### config.mk
export PLATFORM = sky130hd
export DESIGN_NAME = pll_reset_seq
export DESIGN_NICKNAME = d
export VERILOG_FILES = /design/src/rtl/pll_seq_pkg.sv /design/src/rtl/pll_chan_seq.sv /design/src/rtl/pll_reset_seq.sv
export SDC_FILE = /design/constraint.sdc
export NUM_CORES = 1
export LEC_CHECK = 0
export ABC_AREA = 1
export CORE_ASPECT_RATIO = 0.5
export CORE_MARGIN = 2
export CORE_UTILIZATION = 56
export CTS_BUF_LIST = sky130_fd_sc_hd__clkbuf_2
export CTS_CLUSTER_DIAMETER = 200
export DETAILED_ROUTE_END_ITERATION = 8
export GPL_TIMING_DRIVEN = 1
export PLACE_DENSITY_LB_ADDON = 0.05
export SETUP_SLACK_MARGIN = 0.3
export SYNTH_ARGS = -nofsm -noshare
export SYNTH_HDL_FRONTEND = slang
export SYNTH_SLANG_ARGS = --single-unit
### constraint.sdc
create_clock -name CLK -period 1.97 [get_ports CLK]
set_clock_uncertainty 0.05 [all_clocks]
set_input_delay 0.4925 -clock CLK [delete_from_list [all_inputs] [get_ports CLK]]
set_output_delay 0.4925 -clock CLK [all_outputs]
set_load 0.02 [all_outputs]
### src/rtl/pll_seq_pkg.sv
// Shared state encoding and counter-width helper for the PLL reset sequencer.
// No logic, no latency.
// No flow control; pure declarations.
package pll_seq_pkg;

  typedef enum logic [1:0] {
    S_RESET  = 2'd0,
    S_WAIT   = 2'd1,
    S_LOCKED = 2'd2,
    S_FAULT  = 2'd3
  } state_e;

  // Bits needed to hold the value max_val itself (never less than 1).
  function automatic int cnt_w(input int unsigned max_val);
    return (max_val < 1) ? 1 : $clog2(max_val + 1);
  endfunction

endpackage

### src/rtl/pll_chan_seq.sv
// One supervised PLL channel: lock synchroniser, reset hold, debounce/timeout, fault.
// Lock seen LOCK_STABLE+3 edges after raw rise; loss acted on 3 edges after raw fall.
// No backpressure; the loss pulse is a single-cycle combinational strobe.
module pll_chan_seq
  import pll_seq_pkg::*;
#(
  parameter int RST_CYCLES   = 4,
  parameter int LOCK_STABLE  = 16,
  parameter int LOCK_TIMEOUT = 4096
) (
  input  logic clk_i,
  input  logic rst_i,
  input  logic locked_i,
  input  logic retry_i,
  output logic pll_rst_o,
  output logic locked_o,
  output logic fault_o,
  output logic loss_o
);

  // One counter serves both the reset hold and the lock timeout.
  localparam int TW = cnt_w((RST_CYCLES > LOCK_TIMEOUT) ? RST_CYCLES : LOCK_TIMEOUT);
  localparam int SW = cnt_w(LOCK_STABLE);
  localparam logic [TW-1:0] RST_LAST  = TW'(RST_CYCLES - 1);
  localparam logic [TW-1:0] TO_LAST   = TW'(LOCK_TIMEOUT - 1);
  localparam logic [SW-1:0] STAB_DONE = SW'(LOCK_STABLE);

  logic          lk_s1_q, lk_s2_q;
  state_e        state_q, state_d;
  logic [TW-1:0] cnt_q, cnt_d;
  logic [SW-1:0] stab_q, stab_d;

  // Two-flop synchroniser for the raw asynchronous LOCKED input.
  always_ff @(posedge clk_i or posedge rst_i) begin
    if (rst_i) begin
      lk_s1_q <= 1'b0;
      lk_s2_q <= 1'b0;
    end else begin
      lk_s1_q <= locked_i;
      lk_s2_q <= lk_s1_q;
    end
  end

  // State and counter registers.
  always_ff @(posedge clk_i or posedge rst_i) begin
    if (rst_i) begin
      state_q <= S_RESET;
      cnt_q   <= '0;
      stab_q  <= '0;
    end else begin
      state_q <= state_d;
      cnt_q   <= cnt_d;
      stab_q  <= stab_d;
    end
  end

  // Next-state and Moore outputs; the stable counter only runs in S_WAIT.
  always_comb begin
    state_d   = state_q;
    cnt_d     = cnt_q;
    stab_d    = '0;
    pll_rst_o = 1'b0;
    locked_o  = 1'b0;
    fault_o   = 1'b0;
    loss_o    = 1'b0;
    case (state_q)
      S_RESET: begin
        pll_rst_o = 1'b1;
        if (cnt_q == RST_LAST) begin
          state_d = S_WAIT;
          cnt_d   = '0;
        end else begin
          cnt_d = cnt_q + 1'b1;
        end
      end
      S_WAIT: begin
        cnt_d = cnt_q + 1'b1;
        if (lk_s2_q) begin
          stab_d = (stab_q == STAB_DONE) ? stab_q : stab_q + 1'b1;
        end
        // A completed debounce beats a timeout expiring on the same cycle.
        if (stab_q == STAB_DONE) begin
          state_d = S_LOCKED;
          cnt_d   = '0;
          stab_d  = '0;
        end else if (cnt_q == TO_LAST) begin
          state_d = S_FAULT;
          cnt_d   = '0;
        end
      end
      S_LOCKED: begin
        locked_o = 1'b1;
        if (!lk_s2_q) begin
          state_d = S_RESET;
          cnt_d   = '0;
          loss_o  = 1'b1;
        end
      end
      S_FAULT: begin
        fault_o   = 1'b1;
        pll_rst_o = 1'b1;
        if (retry_i) begin
          state_d = S_RESET;
          cnt_d   = '0;
        end
      end
      default: begin
        state_d = S_RESET;
        cnt_d   = '0;
      end
    endcase
  end

endmodule

### src/rtl/pll_reset_seq.sv
// Multi-channel PLL reset sequencer: per-channel supervisors, retry edge, loss counter.
// Retry acts 3 edges after switch rise; O_CNT and O_ALL_LOCKED are registered.
// No backpressure; O_CNT saturates instead of wrapping.
module pll_reset_seq
  import pll_seq_pkg::*;
#(
  parameter int CHANNELS     = 2,
  parameter int RST_CYCLES   = 4,
  parameter int LOCK_STABLE  = 16,
  parameter int LOCK_TIMEOUT = 4096,
  parameter int CNT_WIDTH    = 6
) (
  input  logic                 CLK,
  input  logic                 RST,
  input  logic [CHANNELS-1:0]  I_LOCKED,
  input  logic                 I_RETRY,
  output logic [CHANNELS-1:0]  O_PLL_RST,
  output logic [CHANNELS-1:0]  O_LOCKED,
  output logic                 O_ALL_LOCKED,
  output logic [CHANNELS-1:0]  O_FAULT,
  output logic [CNT_WIDTH-1:0] O_CNT
);

  localparam int PW   = cnt_w(CHANNELS);
  localparam int SUMW = CNT_WIDTH + PW;
  localparam logic [CNT_WIDTH-1:0] CNT_MAX = '1;

  logic                 rt_s1_q, rt_s2_q, rt_s3_q;
  logic                 retry_pulse;
  logic [CHANNELS-1:0]  loss;
  logic [PW-1:0]        loss_cnt;
  logic [SUMW-1:0]      sum;
  logic [CNT_WIDTH-1:0] cnt_q, cnt_d;
  logic                 all_q;

  // Retry switch: two-flop synchroniser plus one delay flop for rise detection.
  always_ff @(posedge CLK or posedge RST) begin
    if (RST) begin
      rt_s1_q <= 1'b0;
      rt_s2_q <= 1'b0;
      rt_s3_q <= 1'b0;
    end else begin
      rt_s1_q <= I_RETRY;
      rt_s2_q <= rt_s1_q;
      rt_s3_q <= rt_s2_q;
    end
  end

  assign retry_pulse = rt_s2_q & ~rt_s3_q;

  for (genvar gi = 0; gi < CHANNELS; gi++) begin : g_chan
    pll_chan_seq #(
      .RST_CYCLES  (RST_CYCLES),
      .LOCK_STABLE (LOCK_STABLE),
      .LOCK_TIMEOUT(LOCK_TIMEOUT)
    ) u_chan (
      .clk_i    (CLK),
      .rst_i    (RST),
      .locked_i (I_LOCKED[gi]),
      .retry_i  (retry_pulse),
      .pll_rst_o(O_PLL_RST[gi]),
      .locked_o (O_LOCKED[gi]),
      .fault_o  (O_FAULT[gi]),
      .loss_o   (loss[gi])
    );
  end

  // Population count of this cycle's loss pulses, added to the counter with saturation.
  always_comb begin
    loss_cnt = '0;
    for (int i = 0; i < CHANNELS; i++) begin
      loss_cnt = loss_cnt + PW'(loss[i]);
    end
    sum   = SUMW'(cnt_q) + SUMW'(loss_cnt);
    cnt_d = (sum > SUMW'(CNT_MAX)) ? CNT_MAX : sum[CNT_WIDTH-1:0];
  end

  // Loss counter and the one-cycle-late all-locked indicator.
  always_ff @(posedge CLK or posedge RST) begin
    if (RST) begin
      cnt_q <= '0;
      all_q <= 1'b0;
    end else begin
      cnt_q <= cnt_d;
      all_q <= &O_LOCKED;
    end
  end

  assign O_CNT        = cnt_q;
  assign O_ALL_LOCKED = all_q;

endmodule

==> reports/summary.json <==
{
  "die_x": {"value": 107, "unit": "um"},
  "grt_overflow_total": {"value": 0},
  "pin_count": {"value": 18},
  "hold_viol": {"value": 0},
  "postSynthCellCount": {"value": 380},
  "drt_first_iter_violations": {"value": 85},
  "detailed_place_hpwl": {"value": 3.95, "unit": "mm"},
  "core_area": {"value": 5040, "unit": "um^2"},
  "synth.ff_latch_count": {"value": 54},
  "ir_worst_vdd": {"value": 0.000824, "unit": "V"},
  "yosys.area.top_type": {"value": "sky130_fd_sc_hd__dfrtp_1"},
  "via_count_of_the_routed_design": {"value": 2563},
  "routed_wl": {"value": 6.87, "unit": "mm"},
  "clockPowerShare": {"value": 0.103},
  "cts.root.buffer_cell": {"value": "sky130_fd_sc_hd__clkbuf_2"},
  "cts_buffer_depth": {"value": 2},
  "maxCapViolations": {"value": 0},
  "p_sw": {"value": 0.00208, "unit": "W"},
  "wire_per_inst": {"value": 13.7, "unit": "um"},
  "grt_max_degree": {"value": 55},
  "p_total": {"value": 0.00464, "unit": "W"},
  "routed_via_density": {"value": 5.11},
  "cts_hold_buf": {"value": 0},
  "number_of_global_route_vias_before_repair": {"value": 2371},
  "mean_area_per_synthesized_cell": {"value": 7.89, "unit": "um^2"},
  "cts.htree.levels": {"value": 2},
  "static-leakage-power": {"value": 1.85, "unit": "nW"},
  "slew_violations": {"value": 0},
  "proportion_of_layout_cells_with_a_drive_suffix_above_1": {"value": 0.285},
  "worst_setup_path_start_kind": {"value": "flop"},
  "synth.distinct_cells": {"value": 24},
  "antenna_found_initial": {"value": 0},
  "antenna_cells_inserted": {"value": 0},
  "synth.top_cells.by_count": {"value": "97 x sky130_fd_sc_hd__nand2_1, 63 x sky130_fd_sc_hd__nor2_1, 57 x sky130_fd_sc_hd__inv_1, 54 x sky130_fd_sc_hd__dfrtp_1, 37 x sky130_fd_sc_hd__nand3_1"},
  "setup.worst_path.class": {"value": "reg -> out"},
  "period_share": {"value": 1.02},
  "synthesis_to_layout_area_growth": {"value": 31.9, "unit": "%"},
  "final_estimated_routing_congestion_in_global_placement": {"value": 0.821},
  "synth_enable_flop_cells": {"value": 0},
  "sinks_on_the_clock_net": {"value": 54},
  "seq_area": {"value": 1350, "unit": "um^2"},
  "rsz_0062_raised_after_global_routing": {"value": "true"},
  "number_of_detailed_route_iterations_in_the_first_pass": {"value": 4},
  "clk_transition_reported_paths": {"value": 0.30, "unit": "ns"},
  "finalSetupViolCount": {"value": 9},
  "place.port_buffers": {"value": 17},
  "finalNonFillerCells": {"value": 502},
  "final.setup.worst_slack": {"value": -0.0409, "unit": "ns"},
  "max_freq": {"value": 497, "unit": "MHz"},
  "critical_path_data_required_time": {"value": 1.43, "unit": "ns"},
  "yosysMostFrequentCell": {"value": "sky130_fd_sc_hd__nand2_1"},
  "fillCellCount": {"value": 326},
  "start_util": {"value": 0.594},
  "area_of_the_die": {"value": 5990, "unit": "um^2"},
  "synthTopCellsByArea": {"value": "sky130_fd_sc_hd__dfrtp_1 45%, sky130_fd_sc_hd__nand2_1 12%, sky130_fd_sc_hd__nor2_1 7.9%"},
  "pwr-share-comb": {"value": 0.586},
  "power_per_cell_area": {"value": 1170, "unit": "nW/um^2"},
  "power_switching_share": {"value": 0.449},
  "synth_sequential_area_ratio": {"value": 0.451},
  "die_y": {"value": 55.7, "unit": "um"},
  "grt_util_all_layers": {"value": 0.225},
  "power.share.sequential": {"value": 0.311},
  "multi_input_area": {"value": 1720, "unit": "um^2"},
  "placed_cells_incl_taps": {"value": 461},
  "synth_fp_nets": {"value": 401},
  "worstSkewPairLatency": {"value": 0.49, "unit": "ns"},
  "final_nets": {"value": 452},
  "finalCriticalPeriod": {"value": 2.01, "unit": "ns"},
  "ys_async_sr_fraction": {"value": 1.00},
  "power_report.internal_total": {"value": 0.00256, "unit": "W"},
  "cts_buffers": {"value": 5},
  "outcome": {"value": "finished, violations left"},
  "detail-route-antenna-nets": {"value": 0},
  "cp-end-kind": {"value": "primary output"},
  "timing.max_slew.rel_slack": {"value": 0.798},
  "grt_pass1_wl": {"value": 10.5, "unit": "mm"},
  "synth_flop_cell": {"value": "sky130_fd_sc_hd__dfrtp_1"},
  "synthesis.area": {"value": 3000, "unit": "um^2"},
  "drt_drc_violations_left": {"value": 0},
  "worst-slew-pin-transition": {"value": 0.303, "unit": "ns"},
  "violations_in_the_final_reports": {"value": "negative setup slack"},
  "synth.top_cell.area_share": {"value": 0.451},
  "clock_tree_from_tritoncts": {"value": "built"},
  "placementRows": {"value": 18},
  "worstPathArrival": {"value": 1.47, "unit": "ns"},
  "cp_max_fo": {"value": 2},
  "min-delay-path-class": {"value": "in -> async"},
  "yosysWarningCount": {"value": 0}
}
-- layer usage --
metal,routed length [um],part of all wire,GRT usage,vias up
li1,-,-,-,1262
met1,3180,0.46,0.292,1249
met2,3330,0.48,0.365,43
met3,284,0.041,0.0609,9
met4,81,0.012,0.0788,0
met5,0,0,0,-
-- registers in the layout, summed over array words and instances (netlist names) --
signal	count
g_chan.u_chan.lk_s2_q	2
O_ALL_LOCKED	1
g_chan.u_chan.state_q	4
g_chan.u_chan.lk_s1_q	2
rt_s1_q	1
rt_s2_q	1
g_chan.u_chan.stab_q	10
rt_s3_q	1
g_chan.u_chan.cnt_q	26
O_CNT	6
-- cell type report --
type | count | share of cell area
repair inverters | 1 | 0.00190
flip-flops and latches | 54 | 0.342
clock buffers | 5 | 0.00633
well taps | 70 | 0.0222
clock inverters | 3 | 0.00506
inverters | 60 | 0.0604
multi-input cells | 259 | 0.436
repair buffers | 50 | 0.126
-- final timing paths --
check	from	to	slack, ns	cells past startpoint
min	RST	O_CNT[3]	0.33	3
min reg2reg	g_chan[0].u_chan.lk_s1_q	g_chan[0].u_chan.lk_s2_q	0.34	0
max in group asynchronous	RST	g_chan[1].u_chan.cnt_q[10]	1.27	3
max reg2reg	g_chan[1].u_chan.state_q[0]	O_CNT[2]	-0.04	10
min in group CLK	g_chan[0].u_chan.lk_s1_q	g_chan[0].u_chan.lk_s2_q	0.34	0
max	g_chan[0].u_chan.state_q[1]	O_PLL_RST[0]	-0.04	4
-- cells in the final DEF (no fill, tap or decap), types with 2 or more instances in the layout --
cell type and count:
sky130_fd_sc_hd__nand4_1 11, sky130_fd_sc_hd__clkdlybuf4s50_1 4, sky130_fd_sc_hd__nand3_1 28, sky130_fd_sc_hd__nand2_2 13, sky130_fd_sc_hd__nor2_4 7, sky130_fd_sc_hd__nand2_1 79, sky130_fd_sc_hd__inv_2 11, sky130_fd_sc_hd__nor3_1 2
sky130_fd_sc_hd__nand2_4 3, sky130_fd_sc_hd__ha_1 6, sky130_fd_sc_hd__inv_1 46, sky130_fd_sc_hd__buf_6 27, sky130_fd_sc_hd__xor2_1 9, sky130_fd_sc_hd__nor2_2 2, sky130_fd_sc_hd__nand3_2 6, sky130_fd_sc_hd__nand2_8 4
sky130_fd_sc_hd__clkbuf_2 5, sky130_fd_sc_hd__xnor2_1 8, sky130_fd_sc_hd__inv_6 3, sky130_fd_sc_hd__dfrtp_1 53, sky130_fd_sc_hd__clkinvlp_4 3, sky130_fd_sc_hd__buf_4 18, sky130_fd_sc_hd__nor2_1 58, sky130_fd_sc_hd__nand3_4 3
sky130_fd_sc_hd__ha_4 9
-- kinds of logic (layout without fill, tap and decap cells) --
family                     after synthesis  in the layout  share of synthesized area
and+or+nand+nor                        218            219                      0.311
buffers and inverters                   68            119                     0.0977
DFF                                     54             54                      0.451
xor gates and xnor gates                19             19                     0.0555
adders and majority gates               16             16                     0.0693
AOI/OAI and AO/OA                        5              5                     0.0150
-- repair_timing --
action,in CTS,in global routing
gates resized for setup,107,63
buffers inserted,17,14
endpoints found under the setup margin,40,48
gates cloned,1,1
pin swaps,11,28
-- power groups by stage --
stage / Sequential [W] / Clock (W) / Combinational (W)
4_1_cts: 0.00141 / 0.000481 / 0.00210
5_1_grt: 0.00146 / 0.000519 / 0.00292
3_5_place_dp: 0.00144 / 0 / 0.00161
6_report: 0.00144 / 0.000476 / 0.00272
2_1_floorplan: 0.00147 / 0 / 0.00120
3_3_place_gp: 0.00144 / 0 / 0.00157
-- stage by stage --
step	util	setup TNS (ns)	hold WS, ns	setup slack [ns]	cell area (um^2)
global route	0.784	-1.02	0.304	-0.126	3950
floorplan	-	0	0.281	0.176	3030
detailed placement	0.643	-0.0513	0.286	-0.0397	3240
global placement	0.643	0	0.284	0.0675	3240
CTS	0.710	0	0.332	0.00309	3580
finish	0.784	-0.187	0.325	-0.0409	3950
-- worst max-delay path: stages, from the launching register on --
cell                      delay (ns)
sky130_fd_sc_hd__dfrtp_1        0.48
sky130_fd_sc_hd__inv_2          0.08
sky130_fd_sc_hd__ha_4           0.27
sky130_fd_sc_hd__inv_2          0.03
sky130_fd_sc_hd__buf_6          0.12
Note: power is estimated with default switching activity, not from simulation.
